==> config.mk <==
export PLATFORM = sky130hd
export DESIGN_NAME = r_cpu_ctrl
export DESIGN_NICKNAME = d
export VERILOG_FILES = /design/src/rtl/r_cpu_ctrl.sv
export SDC_FILE = /design/constraint.sdc
export NUM_CORES = 1
export LEC_CHECK = 0
export ABC_CLOCK_PERIOD_IN_PS = 2150
export CAP_MARGIN = 15
export CORE_ASPECT_RATIO = 1.2
export CORE_MARGIN = 8
export CORE_UTILIZATION = 45
export CTS_BUF_LIST = sky130_fd_sc_hd__clkbuf_8
export DETAILED_ROUTE_END_ITERATION = 8
export GPL_ROUTABILITY_DRIVEN = 1
export HOLD_SLACK_MARGIN = 0.1
export PLACE_DENSITY = 0.91
export RECOVER_POWER = 25
export SYNTH_ARGS = -nofsm -noshare
export SYNTH_HDL_FRONTEND = slang
export SYNTH_SLANG_ARGS = --single-unit
==> constraint.sdc <==
create_clock -name clka -period 2.15 [get_ports clka]
set_input_delay 0.3225 -clock clka [delete_from_list [all_inputs] [get_ports clka]]
set_output_delay 0.3225 -clock clka [all_outputs]
set_load 0.01 [all_outputs]
==> src/rtl/r_cpu_ctrl.sv <==
// Multi-cycle FETCH/DECODE/EXEC/WB sequencer for the R-type CPU: owns PC and IR, decodes funct to alu_op.
// Latency: a legal instruction takes 4 clka from FETCH to WB; an unsupported one takes 2 clka.
// Backpressure: run is sampled only in FETCH; an instruction in flight always completes, then parks in FETCH.
module r_cpu_ctrl #(
    parameter int ADDR_W = 6,
    parameter int CNT_W  = 16
) (
    input  logic              clka,
    input  logic              rsta,
    input  logic              run,
    input  logic [31:0]       inst,
    input  logic              alu_of,
    input  logic              alu_zf,
    output logic [ADDR_W-1:0] inst_addr,
    output logic [4:0]        rs_addr,
    output logic [4:0]        rt_addr,
    output logic [4:0]        rd_addr,
    output logic [2:0]        alu_op,
    output logic              rf_we,
    output logic              ofa,
    output logic              zfa,
    output logic              busy,
    output logic              illegal,
    output logic [CNT_W-1:0]  retired
);

    typedef enum logic [1:0] {
        ST_FETCH  = 2'b00,
        ST_DECODE = 2'b01,
        ST_EXEC   = 2'b10,
        ST_WB     = 2'b11
    } state_t;

    // R-type funct codes supported by the ALU
    localparam logic [5:0] FN_ADD = 6'h20;
    localparam logic [5:0] FN_SUB = 6'h22;
    localparam logic [5:0] FN_AND = 6'h24;
    localparam logic [5:0] FN_OR  = 6'h25;
    localparam logic [5:0] FN_XOR = 6'h26;
    localparam logic [5:0] FN_NOR = 6'h27;
    localparam logic [5:0] FN_SLT = 6'h2A;

    localparam logic [ADDR_W-1:0] PC_ONE  = ADDR_W'(1);
    localparam logic [CNT_W-1:0]  CNT_ONE = CNT_W'(1);

    state_t              state_q,   state_d;
    logic [ADDR_W-1:0]   pc_q,      pc_d;
    logic [31:0]         ir_q,      ir_d;
    logic [2:0]          alu_op_q,  alu_op_d;
    logic                rf_we_q,   rf_we_d;
    logic                ofa_q,     ofa_d;
    logic                zfa_q,     zfa_d;
    logic                illegal_q, illegal_d;
    logic [CNT_W-1:0]    retired_q, retired_d;

    logic                dec_legal;
    logic [2:0]          dec_op;

    // Opcode and shamt bits of the IR are only checked at DECODE time on the ROM data
    logic                unused_ir_bits;
    assign unused_ir_bits = ^{ir_q[31:26], ir_q[10:0]};

    // Decode the ROM word presented during DECODE into legality and ALU operation
    always_comb begin
        dec_legal = 1'b0;
        dec_op    = 3'b000;
        if (inst[31:26] == 6'd0) begin
            unique case (inst[5:0])
                FN_ADD:  begin dec_legal = 1'b1; dec_op = 3'b000; end
                FN_SUB:  begin dec_legal = 1'b1; dec_op = 3'b001; end
                FN_AND:  begin dec_legal = 1'b1; dec_op = 3'b010; end
                FN_OR:   begin dec_legal = 1'b1; dec_op = 3'b011; end
                FN_XOR:  begin dec_legal = 1'b1; dec_op = 3'b100; end
                FN_NOR:  begin dec_legal = 1'b1; dec_op = 3'b101; end
                FN_SLT:  begin dec_legal = 1'b1; dec_op = 3'b110; end
                default: begin dec_legal = 1'b0; dec_op = 3'b000; end
            endcase
        end
    end

    // Next-state and registered-output logic for the four-state sequencer
    always_comb begin
        state_d   = state_q;
        pc_d      = pc_q;
        ir_d      = ir_q;
        alu_op_d  = alu_op_q;
        rf_we_d   = 1'b0;
        ofa_d     = ofa_q;
        zfa_d     = zfa_q;
        illegal_d = illegal_q;
        retired_d = retired_q;

        unique case (state_q)
            ST_FETCH: begin
                alu_op_d = 3'b000;
                if (run) begin
                    state_d = ST_DECODE;
                end
            end
            ST_DECODE: begin
                ir_d = inst;
                if (dec_legal) begin
                    // alu_op is loaded here so it is already valid on the first EXEC cycle
                    alu_op_d = dec_op;
                    state_d  = ST_EXEC;
                end else begin
                    // Skip the bad word: no write, no flag update, not counted as retired
                    illegal_d = 1'b1;
                    pc_d      = pc_q + PC_ONE;
                    state_d   = ST_FETCH;
                end
            end
            ST_EXEC: begin
                // Writes to r0 are suppressed; the WB cycle still runs to latch the flags
                rf_we_d = (ir_q[15:11] != 5'd0);
                state_d = ST_WB;
            end
            ST_WB: begin
                ofa_d     = alu_of;
                zfa_d     = alu_zf;
                pc_d      = pc_q + PC_ONE;
                retired_d = retired_q + CNT_ONE;
                alu_op_d  = 3'b000;
                state_d   = ST_FETCH;
            end
            default: begin
                state_d = ST_FETCH;
            end
        endcase
    end

    // State register; reset wins over any in-flight instruction
    always_ff @(posedge clka) begin
        if (rsta) begin
            state_q   <= ST_FETCH;
            pc_q      <= '0;
            ir_q      <= '0;
            alu_op_q  <= 3'b000;
            rf_we_q   <= 1'b0;
            ofa_q     <= 1'b0;
            zfa_q     <= 1'b0;
            illegal_q <= 1'b0;
            retired_q <= '0;
        end else begin
            state_q   <= state_d;
            pc_q      <= pc_d;
            ir_q      <= ir_d;
            alu_op_q  <= alu_op_d;
            rf_we_q   <= rf_we_d;
            ofa_q     <= ofa_d;
            zfa_q     <= zfa_d;
            illegal_q <= illegal_d;
            retired_q <= retired_d;
        end
    end

    assign inst_addr = pc_q;
    assign rs_addr   = ir_q[25:21];
    assign rt_addr   = ir_q[20:16];
    assign rd_addr   = ir_q[15:11];
    assign alu_op    = alu_op_q;
    assign rf_we     = rf_we_q;
    assign ofa       = ofa_q;
    assign zfa       = zfa_q;
    assign illegal   = illegal_q;
    assign retired   = retired_q;
    assign busy      = (state_q != ST_FETCH);

endmodule

; Word level (Yosys, flattened, before mapping)
; Index checks and enable logic that the tools add are counted.
[classes]
addsub = 2
n_eq_ne = 13
n_mux = 11
n_bitwise = 2
n_reduce_logical = 12
[ops]
columns = op, n
row1 = $eq A6 B6 Y1 const B, 7
row2 = $pmux W3 S6, 1
row3 = $add A16 B1 Y16 const B, 1
row4 = $pmux W6 S2, 1
row5 = $pmux W2 S4, 1
row6 = $reduce_or A7 Y1, 1
row7 = $add A6 B1 Y6 const B, 1
row8 = $logic_not A6 Y1, 1
row9 = $mux W3, 2
row10 = $mux W6, 1
row11 = $ne A2 B2 Y1 const B, 3
row12 = $pmux W3 S2, 1
row13 = $reduce_and A2 Y1, 3
row14 = $reduce_bool A2 Y1, 3
row15 = $reduce_bool A5 Y1, 1
row16 = $eq A2 B2 Y1 const B, 2
row17 = $mux W2, 2
row18 = $reduce_or A2 Y1, 2
row19 = $eq A2 B1 Y1 const B, 1
row20 = $logic_not A2 Y1, 1
row21 = $mux W1, 2
row22 = $not A1 Y1, 2
[word_totals]
ff_bits = 57
inputBits = 37
out_inout_bits = 45
wordCells = 49

; Depth between registers and ports, before layout
; Gate-level depths: netlist of the first run.
[depth]
depth_word = 6
mapped_depth = 7
ltp_nobuf = 6

; Least setup slack after synthesis of the first run
; OpenSTA, ideal clock, no wires.
[synth_timing]
path_kind = register -> register
start = register state_q[0]
end = register retired_q[7], in the netlist retired[7]
setup_time_ns = 0.071
t_arrival_ns = 1.550
t_required_ns = 2.079
path_slack_ns = 0.529
stages_incl_launch_ff = 7
n_path_buf = 1
period_less_slack_ns = 1.621
cell_sequence = dfxtp_1 -> ha_1 -> buf_4 -> and4_1 -> nand3_1 -> or3_1 -> a21oi_1
[synth_between]
elab_chain_len = 1
[synth_lines]
columns = item, line_no
row1 = from (decl), 46  ; state_t state_q, state_d;
row2 = from (signal assigned), 145  ; state_q <= state_d;
row3 = $eq A2 B2 Y1, 93  ; unique case (state_q)
row4 = to (signal assigned), 153  ; retired_q <= retired_d;
row5 = to (decl), 54  ; logic [CNT_W-1:0] retired_q, retired_d;
; No other way between the ends.
; A chain may end at the register's enable or synchronous reset.

; Worst setup path in the final report of the first run
[layout_timing]
start = register state_q[0]
end = output busy
[layout_between]
elab_chain_len = 1
[layout_lines]
columns = item, line_no
row1 = $reduce_bool A2 Y1, 167  ; assign busy = (state_q != ST_FETCH);
row2 = to (decl), 22  ; output logic busy,
; No other way between the ends.

==> results of run 1 <==
## layer usage
metal | vias to the layer above | share of wire (%) | wire length, µm
li1 | 902 | - | -
met1 | 848 | 40 | 2100
met2 | 58 | 49 | 2590
met3 | 10 | 9.5 | 502
met4 | 0 | 1.8 | 95
met5 | - | 0 | 0
## cell usage in the layout, fill, tap and decap left out, types with 7 or more instances in the layout
master                            instances
sky130_fd_sc_hd__ha_1                     7
sky130_fd_sc_hd__mux2i_1                 20
sky130_fd_sc_hd__nor2_1                  47
sky130_fd_sc_hd__clkdlybuf4s50_1         75
sky130_fd_sc_hd__o21ai_0                  7
sky130_fd_sc_hd__nand3_1                  8
sky130_fd_sc_hd__xor2_1                   8
sky130_fd_sc_hd__a21oi_1                  8
sky130_fd_sc_hd__dfxtp_1                 46
## state kept, by name, indices dropped and copies added (netlist names), named ones only
register,cells
zfa,1
alu_op,3
ir_q,15
inst_addr,6
state_q,1
rf_we,1
ofa,1
illegal,1
retired,16
## critical path, delay by kind of cell, from the launching register on
kind / cells / cell delay [ns]
flip-flops: 1 / 0.43
adder cells (fa/ha/maj): 1 / 0.23
buffers and inverters: 3 / 0.68
## power by group through the flow
stage               sequential [W]  combinational (W)  clock, W
finish                    0.000905           0.000285  0.000616
global route              0.000909           0.000310  0.000662
CTS                       0.000906           0.000293  0.000636
detailed placement        0.000926           0.000292         0
global placement          0.000924           0.000284         0
floorplan                 0.000936           0.000129         0
## synth_stat cells, types with 2 or more instances
cell	instances	area [µm²]
sky130_fd_sc_hd__ha_1	7	87.6
sky130_fd_sc_hd__nor2b_1	3	18.8
sky130_fd_sc_hd__nand2_1	6	22.5
sky130_fd_sc_hd__nor3b_1	2	15.0
sky130_fd_sc_hd__and2b_1	3	22.5
sky130_fd_sc_hd__xor2_1	8	70.1
sky130_fd_sc_hd__mux2_2	2	22.5
sky130_fd_sc_hd__nand3_1	8	40.0
sky130_fd_sc_hd__nor3_1	2	10.0
sky130_fd_sc_hd__or3_1	4	25.0
sky130_fd_sc_hd__mux2i_1	20	200
sky130_fd_sc_hd__o21ai_0	7	35.0
sky130_fd_sc_hd__nor2_1	47	176
sky130_fd_sc_hd__clkbuf_1	4	15.0
sky130_fd_sc_hd__xnor2_1	4	35.0
sky130_fd_sc_hd__mux2_1	3	33.8
sky130_fd_sc_hd__inv_1	4	15.0
sky130_fd_sc_hd__nand4_1	6	37.5
sky130_fd_sc_hd__a21oi_1	8	40.0
sky130_fd_sc_hd__and2_1	2	12.5
sky130_fd_sc_hd__and4_1	2	17.5
sky130_fd_sc_hd__nand2b_1	2	12.5
sky130_fd_sc_hd__buf_4	2	15.0
sky130_fd_sc_hd__dfxtp_1	46	921
## layout make-up
class	instances	area [µm²]	area share (%)
multi-input cells	160	1080	36.4
flip-flops and latches	46	921	30.9
repair buffers	81	782	26.2
well taps	58	72.6	2.43
clock buffers	5	68.8	2.31
clock inverters	3	37.5	1.26
inverters	4	15.0	0.504
## metrics by stage
stage | hold slack, ns | utilization [%]
final | 0.357 | 66.4
after CTS | 0.358 | 66.6
after floorplan | 0.470 | -
after global routing | 0.360 | 66.4
after detailed placement | 0.472 | 64.2
after global placement | 0.452 | 64.2
## how the worst max path moves through the flow
stage	cells past startpoint	slack, ns	to	startpoint
finish	4	0.19	busy	state_q[0]$_SDFFE_PP0P_
global placement	6	0.08	inst_addr[4]$_SDFFE_PP0P_	inst[27]
CTS	4	0.17	busy	state_q[0]$_SDFFE_PP0P_
global route	6	0.06	alu_op[2]$_SDFFE_PP0P_	register
detailed placement	6	0.03	inst_addr[4]$_SDFFE_PP0P_	inst[27]
floorplan	6	0.53	retired[7]$_SDFFE_PP0P_	state_q[0]$_SDFFE_PP0P_
## logic make-up (layout without fill, tap and decap cells)
| kind of cell | after synthesis | after routing | share of synthesized area [%] |
|---|---|---|---|
| flops | 46 | 46 | 44.6 |
| fa+ha+maj | 7 | 7 | 4.24 |
| simple gates | 96 | 96 | 23.9 |
| compound gates | 19 | 19 | 6.17 |
| xor+xnor | 12 | 12 | 5.08 |
| buf+inv | 12 | 93 | 2.97 |
| mux | 26 | 26 | 13.1 |
==> qor.json, run 1 <==
{
  "htree_depth": {"value": 2},
  "die-height": {"value": 90.2, "unit": "µm"},
  "grt_pass1_vias": {"value": 1935},
  "crit_chain": {"value": "inv_1 > ha_1 > inv_1 > clkdlybuf4s50_1"},
  "placedCellCount": {"value": 349},
  "floorplan.initialDensity": {"value": 46.0, "unit": "%"},
  "route.antenna.remaining_nets": {"value": 0},
  "gpl.final_weighted_congestion": {"value": 0.744},
  "clock_tree_from_tritoncts": {"value": "done"},
  "internal-power": {"value": 0.00138, "unit": "W"},
  "drt-initial-drc-count": {"value": 63},
  "timing.critical_path.required": {"value": 1.83, "unit": "ns"},
  "ctsLongestPathBuffers": {"value": 2},
  "irDropWorstVdd": {"value": 0.000424, "unit": "V"},
  "ys_types": {"value": 40},
  "comb_power_share": {"value": 15.8, "unit": "%"},
  "final_min_period_over_clock_period": {"value": 91.1, "unit": "%"},
  "clk-insertion-delay-late": {"value": 0.29, "unit": "ns"},
  "layout-area-overhead-vs-synth": {"value": 44.2, "unit": "%"},
  "max_stage_delay": {"value": 0.52, "unit": "ns"},
  "drt-pass1-iter-count": {"value": 4},
  "total_switching_power": {"value": 0.000425, "unit": "W"},
  "layout.nets": {"value": 342},
  "seq_power_share": {"value": 50.1, "unit": "%"},
  "die_x": {"value": 77.9, "unit": "µm"},
  "synthArstFlopShare": {"value": 0, "unit": "%"},
  "wl_per_cell": {"value": 14.8, "unit": "µm"},
  "ctsHoldBuffers": {"value": 0},
  "tritoncts.num_buffers": {"value": 5},
  "finalHoldViolations": {"value": 0},
  "cp-start-kind": {"value": "register"},
  "drt_drc_violations_left": {"value": 0},
  "met1_usage": {"value": 14.8, "unit": "%"},
  "r2r_end": {"value": "inst_addr[2]$_SDFFE_PP0P_"},
  "route.final.wire_length": {"value": 5290, "unit": "µm"},
  "path_common_cell": {"value": "sky130_fd_sc_hd__inv_1"},
  "yosys_register_bits": {"value": 46},
  "min_to": {"value": "ir_q[11]$_SDFFE_PP0P_"},
  "ports_placed_on_the_boundary": {"value": 82},
  "post_synth_instance_area": {"value": 0.00207, "unit": "mm²"},
  "synth_edf_count": {"value": 0},
  "grt_setup_unrepaired": {"value": "false"},
  "row_count": {"value": 27},
  "clkPwrFrac": {"value": 34.1, "unit": "%"},
  "grt_busiest_layer": {"value": "met2"},
  "cp_data_arrival_time": {"value": 1.64, "unit": "ns"},
  "clk_transition_reported_paths": {"value": 0.08, "unit": "ns"},
  "power.leakage": {"value": 1.13, "unit": "nW"},
  "dp_hpwl": {"value": 4060, "unit": "µm"},
  "syn_avg_cell_area": {"value": 9.48, "unit": "µm²"},
  "clock_sinks": {"value": 46},
  "totalNegativeSetupSlack": {"value": 0, "unit": "ns"},
  "ys.warnings.count": {"value": 0},
  "globalRoute.totalOverflow": {"value": 0},
  "ys_seq_area_share": {"value": 44.6, "unit": "%"},
  "outcome": {"value": "finished clean"},
  "worst_r2r_setup_slack": {"value": 0.25, "unit": "ns"},
  "grtUsageMet2": {"value": 25.6, "unit": "%"},
  "synth-main-ff-cell": {"value": "sky130_fd_sc_hd__dfxtp_1"},
  "routed_via_density": {"value": 5.09},
  "total_global_routing_track_utilization": {"value": 14.9, "unit": "%"},
  "antennaDiodeCount": {"value": 0},
  "postSynthNetCount": {"value": 262},
  "cts_setup_buffers": {"value": 0},
  "met3_usage": {"value": 7.17, "unit": "%"},
  "ratio_of_total_power_to_cell_area": {"value": 606, "unit": "mW/mm²"},
  "slew_headroom": {"value": 51.2, "unit": "%"},
  "hold_path.startpoint": {"value": "rsta"},
  "power.total": {"value": 0.00181, "unit": "W"},
  "io_buffers": {"value": 76},
  "die_area": {"value": 0.00703, "unit": "mm²"},
  "timing.max_cap.violations": {"value": 0},
  "layoutNonFillerInstCount": {"value": 357},
  "final.setup.worst_slack": {"value": 0.191, "unit": "ns"},
  "postSynthCellCount": {"value": 218},
  "worst_pin_slew": {"value": 0.732, "unit": "ns"},
  "reg2reg_depth": {"value": 6},
  "routed-via-count": {"value": 1818},
  "post-place-ws": {"value": 0.0344, "unit": "ns"},
  "worstPathMaxFanout": {"value": 6},
  "critPathKind": {"value": "register to output port"},
  "fin_area": {"value": 0.00298, "unit": "mm²"},
  "max_freq": {"value": 511, "unit": "MHz"},
  "layout-drive-gt1-share": {"value": 6.02, "unit": "%"},
  "maximum_number_of_pins_on_one_net_before_global_route_repair": {"value": 38},
  "antenna_found_initial": {"value": 0},
  "min-delay-path-class": {"value": "input port to register"},
  "cp_slowest_cell": {"value": "sky130_fd_sc_hd__clkdlybuf4s50_1"},
  "critPathCaptureType": {"value": "output port"},
  "layout_min_cycle_time": {"value": 1.96, "unit": "ns"},
  "worstHoldPathCells": {"value": 2},
  "fillCellCount": {"value": 389},
  "netSwitchingFraction": {"value": 23.5, "unit": "%"},
  "core": {"value": 0.00449, "unit": "mm²"},
  "finalSetupViolations": {"value": 0},
  "postPlaceCellArea": {"value": 0.00289, "unit": "mm²"},
  "worst_clock_skew": {"value": 0.00543, "unit": "ns"},
  "final_max_slew_viol_count": {"value": 0},
  "cts_repair_resizes": {"value": 0},
  "global_route_wire_length_before_repair": {"value": 8740, "unit": "µm"},
  "clock_tree.root_cell": {"value": "sky130_fd_sc_hd__clkbuf_8"}
}
No activity file was read; power rests on OpenSTA's default activity.
==> inputs of run 2 (changes only) <==
--- a/config.mk
+++ b/config.mk
@@ -5,7 +5,6 @@
 export SDC_FILE = /design/constraint.sdc
 export NUM_CORES = 1
 export LEC_CHECK = 0
-export ABC_CLOCK_PERIOD_IN_PS = 2150
 export CAP_MARGIN = 15
 export CORE_ASPECT_RATIO = 1.2
 export CORE_MARGIN = 8
==> results of run 2 <==
No change in the layout: final DEF, timing and power equal those of run 1.
==> inputs of run 3 (changes only) <==
--- a/config.mk
+++ b/config.mk
@@ -8,12 +8,11 @@
 export CAP_MARGIN = 15
 export CORE_ASPECT_RATIO = 1.2
 export CORE_MARGIN = 8
-export CORE_UTILIZATION = 45
-export CTS_BUF_LIST = sky130_fd_sc_hd__clkbuf_8
+export CORE_UTILIZATION = 43
 export DETAILED_ROUTE_END_ITERATION = 8
 export GPL_ROUTABILITY_DRIVEN = 1
 export HOLD_SLACK_MARGIN = 0.1
-export PLACE_DENSITY = 0.91
+export PLACE_DENSITY = 0.87
 export RECOVER_POWER = 25
 export SYNTH_ARGS = -nofsm -noshare
 export SYNTH_HDL_FRONTEND = slang
==> qor.json, run 3 (synthesis gave the netlist of run 1 again) <==
{
  "grt_setup_unrepaired": {"value": "false"},
  "io_buffers": {"value": 76, "change": "unchanged"},
  "clk_transition_reported_paths": {"value": 0.08, "unit": "ns", "change": "about the same"},
  "die_area": {"value": 0.00729, "unit": "mm²", "change": "+3.8%"},
  "finalSetupViolations": {"value": 0, "change": "unchanged"},
  "cts_repair_resizes": {"value": 0, "change": "unchanged"},
  "total_global_routing_track_utilization": {"value": 14.0, "unit": "%", "change": "-0.90 points"},
  "worstHoldPathCells": {"value": 2, "change": "unchanged"},
  "ports_placed_on_the_boundary": {"value": 82, "change": "unchanged"},
  "route.final.wire_length": {"value": 5150, "unit": "µm", "change": "-2.5%"},
  "row_count": {"value": 27, "change": "unchanged"},
  "global_route_wire_length_before_repair": {"value": 8360, "unit": "µm", "change": "-4.4%"},
  "final_min_period_over_clock_period": {"value": 90.6, "unit": "%", "change": "-0.52 points"},
  "worstPathMaxFanout": {"value": 6, "change": "unchanged"},
  "ctsHoldBuffers": {"value": 0, "change": "unchanged"},
  "hold_path.startpoint": {"value": "illegal$_SDFFE_PP0P_"},
  "met2_length": {"value": 2440, "unit": "µm", "change": "-5.7%"},
  "wl_met3": {"value": 452, "unit": "µm", "change": "-10%"},
  "layout_min_cycle_time": {"value": 1.95, "unit": "ns", "change": "-0.0112 ns"},
  "worst_r2r_setup_slack": {"value": 0.27, "unit": "ns", "change": "+0.02 ns"},
  "wl_met1": {"value": 2160, "unit": "µm", "change": "+3.0%"},
  "max_stage_delay": {"value": 0.53, "unit": "ns", "change": "about the same"},
  "drt-pass1-iter-count": {"value": 4, "change": "unchanged"},
  "core": {"value": 0.00459, "unit": "mm²", "change": "+2.3%"},
  "totalNegativeSetupSlack": {"value": 0, "unit": "ns", "change": "unchanged"},
  "worst_pin_slew": {"value": 0.696, "unit": "ns", "change": "-0.0359 ns"},
  "clk-insertion-delay-late": {"value": 0.29, "unit": "ns", "change": "about the same"},
  "timing.max_cap.violations": {"value": 0, "change": "unchanged"},
  "postPlaceCellArea": {"value": 0.00290, "unit": "mm²", "change": "+0.43%"},
  "reg2reg_depth": {"value": 6, "change": "unchanged"},
  "power.leakage": {"value": 1.13, "unit": "nW", "change": "about the same"},
  "most_common_cell_after_layout_fill_and_taps_aside": {"value": "sky130_fd_sc_hd__clkdlybuf4s50_1"},
  "most-common-layout-cells": {"value": "sky130_fd_sc_hd__clkdlybuf4s50_1 (75), sky130_fd_sc_hd__nor2_1 (47), sky130_fd_sc_hd__dfxtp_1 (46), sky130_fd_sc_hd__mux2i_1 (20)"},
  "startpoint": {"value": "state_q[0]$_SDFFE_PP0P_"},
  "path_depth": {"value": 4, "change": "unchanged"},
  "crit_chain": {"value": "inv_1 > ha_1 > inv_1 > clkdlybuf4s50_1"},
  "r2r_end": {"value": "alu_op[1]$_SDFFE_PP0P_"},
  "slew_headroom": {"value": 53.6, "unit": "%", "change": "+2.4 points"},
  "antenna_found_initial": {"value": 0, "change": "unchanged"},
  "irDropWorstVdd": {"value": 0.000451, "unit": "V", "change": "+6.5%"},
  "route.antenna.remaining_nets": {"value": 0, "change": "unchanged"},
  "cp_slowest_cell": {"value": "sky130_fd_sc_hd__clkdlybuf4s50_1"},
  "clock_sinks": {"value": 46, "change": "unchanged"},
  "timing.critical_path.required": {"value": 1.83, "unit": "ns", "change": "about the same"},
  "max_freq": {"value": 513, "unit": "MHz", "change": "+0.58%"},
  "worst_clock_skew": {"value": 0.0108, "unit": "ns", "change": "+0.00539 ns"},
  "finalHoldViolations": {"value": 0, "change": "unchanged"},
  "tritoncts.num_buffers": {"value": 5, "change": "unchanged"},
  "dp_hpwl": {"value": 3990, "unit": "µm", "change": "-1.7%"},
  "drt_drc_violations_left": {"value": 0, "change": "unchanged"},
  "min-delay-path-class": {"value": "register to register"},
  "grt_pass1_vias": {"value": 1826, "change": "-5.6%"},
  "min_to": {"value": "illegal$_SDFFE_PP0P_"},
  "critPathCaptureType": {"value": "output port"},
  "critical_path.n_buffers_inverters": {"value": 3, "change": "unchanged"},
  "outcome": {"value": "finished clean"},
  "routed-via-count": {"value": 1785, "change": "-1.8%"},
  "clock_tree_from_tritoncts": {"value": "done"},
  "die_x": {"value": 79.3, "unit": "µm", "change": "+1.8%"},
  "ratio_of_total_power_to_cell_area": {"value": 606, "unit": "mW/mm²", "change": "about the same"},
  "gpl.final_weighted_congestion": {"value": 0.784, "change": "+5.4%"},
  "layout-area-overhead-vs-synth": {"value": 44.9, "unit": "%"},
  "htree_depth": {"value": 2, "change": "unchanged"},
  "drt-initial-drc-count": {"value": 91, "change": "+44%"},
  "layout.nets": {"value": 343, "change": "+0.29%"},
  "globalRoute.totalOverflow": {"value": 0, "change": "unchanged"},
  "routed_via_density": {"value": 4.99, "change": "-2.1%"},
  "cp_data_arrival_time": {"value": 1.63, "unit": "ns", "change": "about the same"},
  "critPathKind": {"value": "register to output port"},
  "die-height": {"value": 92.0, "unit": "µm", "change": "+1.9%"},
  "cts_setup_buffers": {"value": 0, "change": "unchanged"},
  "layout-drive-gt1-share": {"value": 6.00, "unit": "%", "change": "-0.020 points"},
  "clock_tree.root_cell": {"value": "sky130_fd_sc_hd__clkbuf_8"},
  "floorplan.initialDensity": {"value": 45.0, "unit": "%", "change": "-1.0 points"},
  "top_signal_layer_used": {"value": "met4"},
  "path_common_cell": {"value": "sky130_fd_sc_hd__inv_1"},
  "cpLargestDelayFamily": {"value": "buffers and inverters"},
  "cp-start-kind": {"value": "register"},
  "final_max_slew_viol_count": {"value": 0, "change": "unchanged"},
  "fin_area": {"value": 0.00299, "unit": "mm²", "change": "+0.42%"},
  "ctsLongestPathBuffers": {"value": 2, "change": "unchanged"},
  "wl_per_cell": {"value": 14.4, "unit": "µm", "change": "-2.8%"},
  "antennaDiodeCount": {"value": 0, "change": "unchanged"},
  "largest_register_ff_count": {"value": 16, "change": "unchanged"},
  "maximum_number_of_pins_on_one_net_before_global_route_repair": {"value": 34, "change": "-11%"}
}
==> run 3: cell count changes in the layout (fill, tap and decap cells not counted), sizes merged <==
cell         previous run  this run
clkbuf                  8        10
dlygate4sd3             0         1
inv                     6         4
==> run 3: cell type report <==
type / instances / area, µm²
inverters: 4 / 15.0
flip-flops and latches: 46 / 921
well taps: 58 / 72.6
fillers: 425 / 1600
repair buffers: 82 / 795
clock buffers: 7 / 76.3
clock inverters: 1 / 30.0
multi-input cells: 160 / 1080
==> run 3: worst max path at each step <==
stage | to | slack (ns)
after floorplan | retired[7]$_SDFFE_PP0P_ | 0.53
after global placement | alu_op[0]$_SDFFE_PP0P_ | 0.09
after detailed placement | alu_op[2]$_SDFFE_PP0P_ | 0.02
after CTS | busy | 0.18
after global routing | alu_op[1]$_SDFFE_PP0P_ | 0.1
final | busy | 0.20
==> run 3: metal layers <==
layer,vias to the layer above,global-route usage (%)
met5,-,0
met4,0,5.88
met3,10,5.66
met2,62,23.7
met1,806,15.0
li1,907,-
==> run 3: worst min-delay path: stages (launching register included) <==
cell                      delay (ns)
sky130_fd_sc_hd__dfxtp_1        0.34
sky130_fd_sc_hd__a21oi_1        0.04
sky130_fd_sc_hd__nor2_1         0.07
==> run 3: where the power goes <==
part | switching (W) | internal [W]
logic | 0.000124 | 0.000165
clock network | 0.000273 | 0.000348
registers | 0.0000232 | 0.000882
==> run 3: metrics by stage <==
step | setup slack, ns | utilization [%] | hold WS [ns] | cells | power [W]
finish | 0.202 | 65.2 | 0.488 | 358 | 0.00182
global route | 0.0976 | 65.2 | 0.527 | 358 | 0.00190
CTS | 0.177 | 65.4 | 0.490 | 358 | 0.00184
detailed placement | 0.0242 | 63.1 | 0.470 | 350 | 0.00122
global placement | 0.0900 | 63.1 | 0.447 | 350 | 0.00121
floorplan | 0.529 | - | 0.470 | 218 | 0.00107
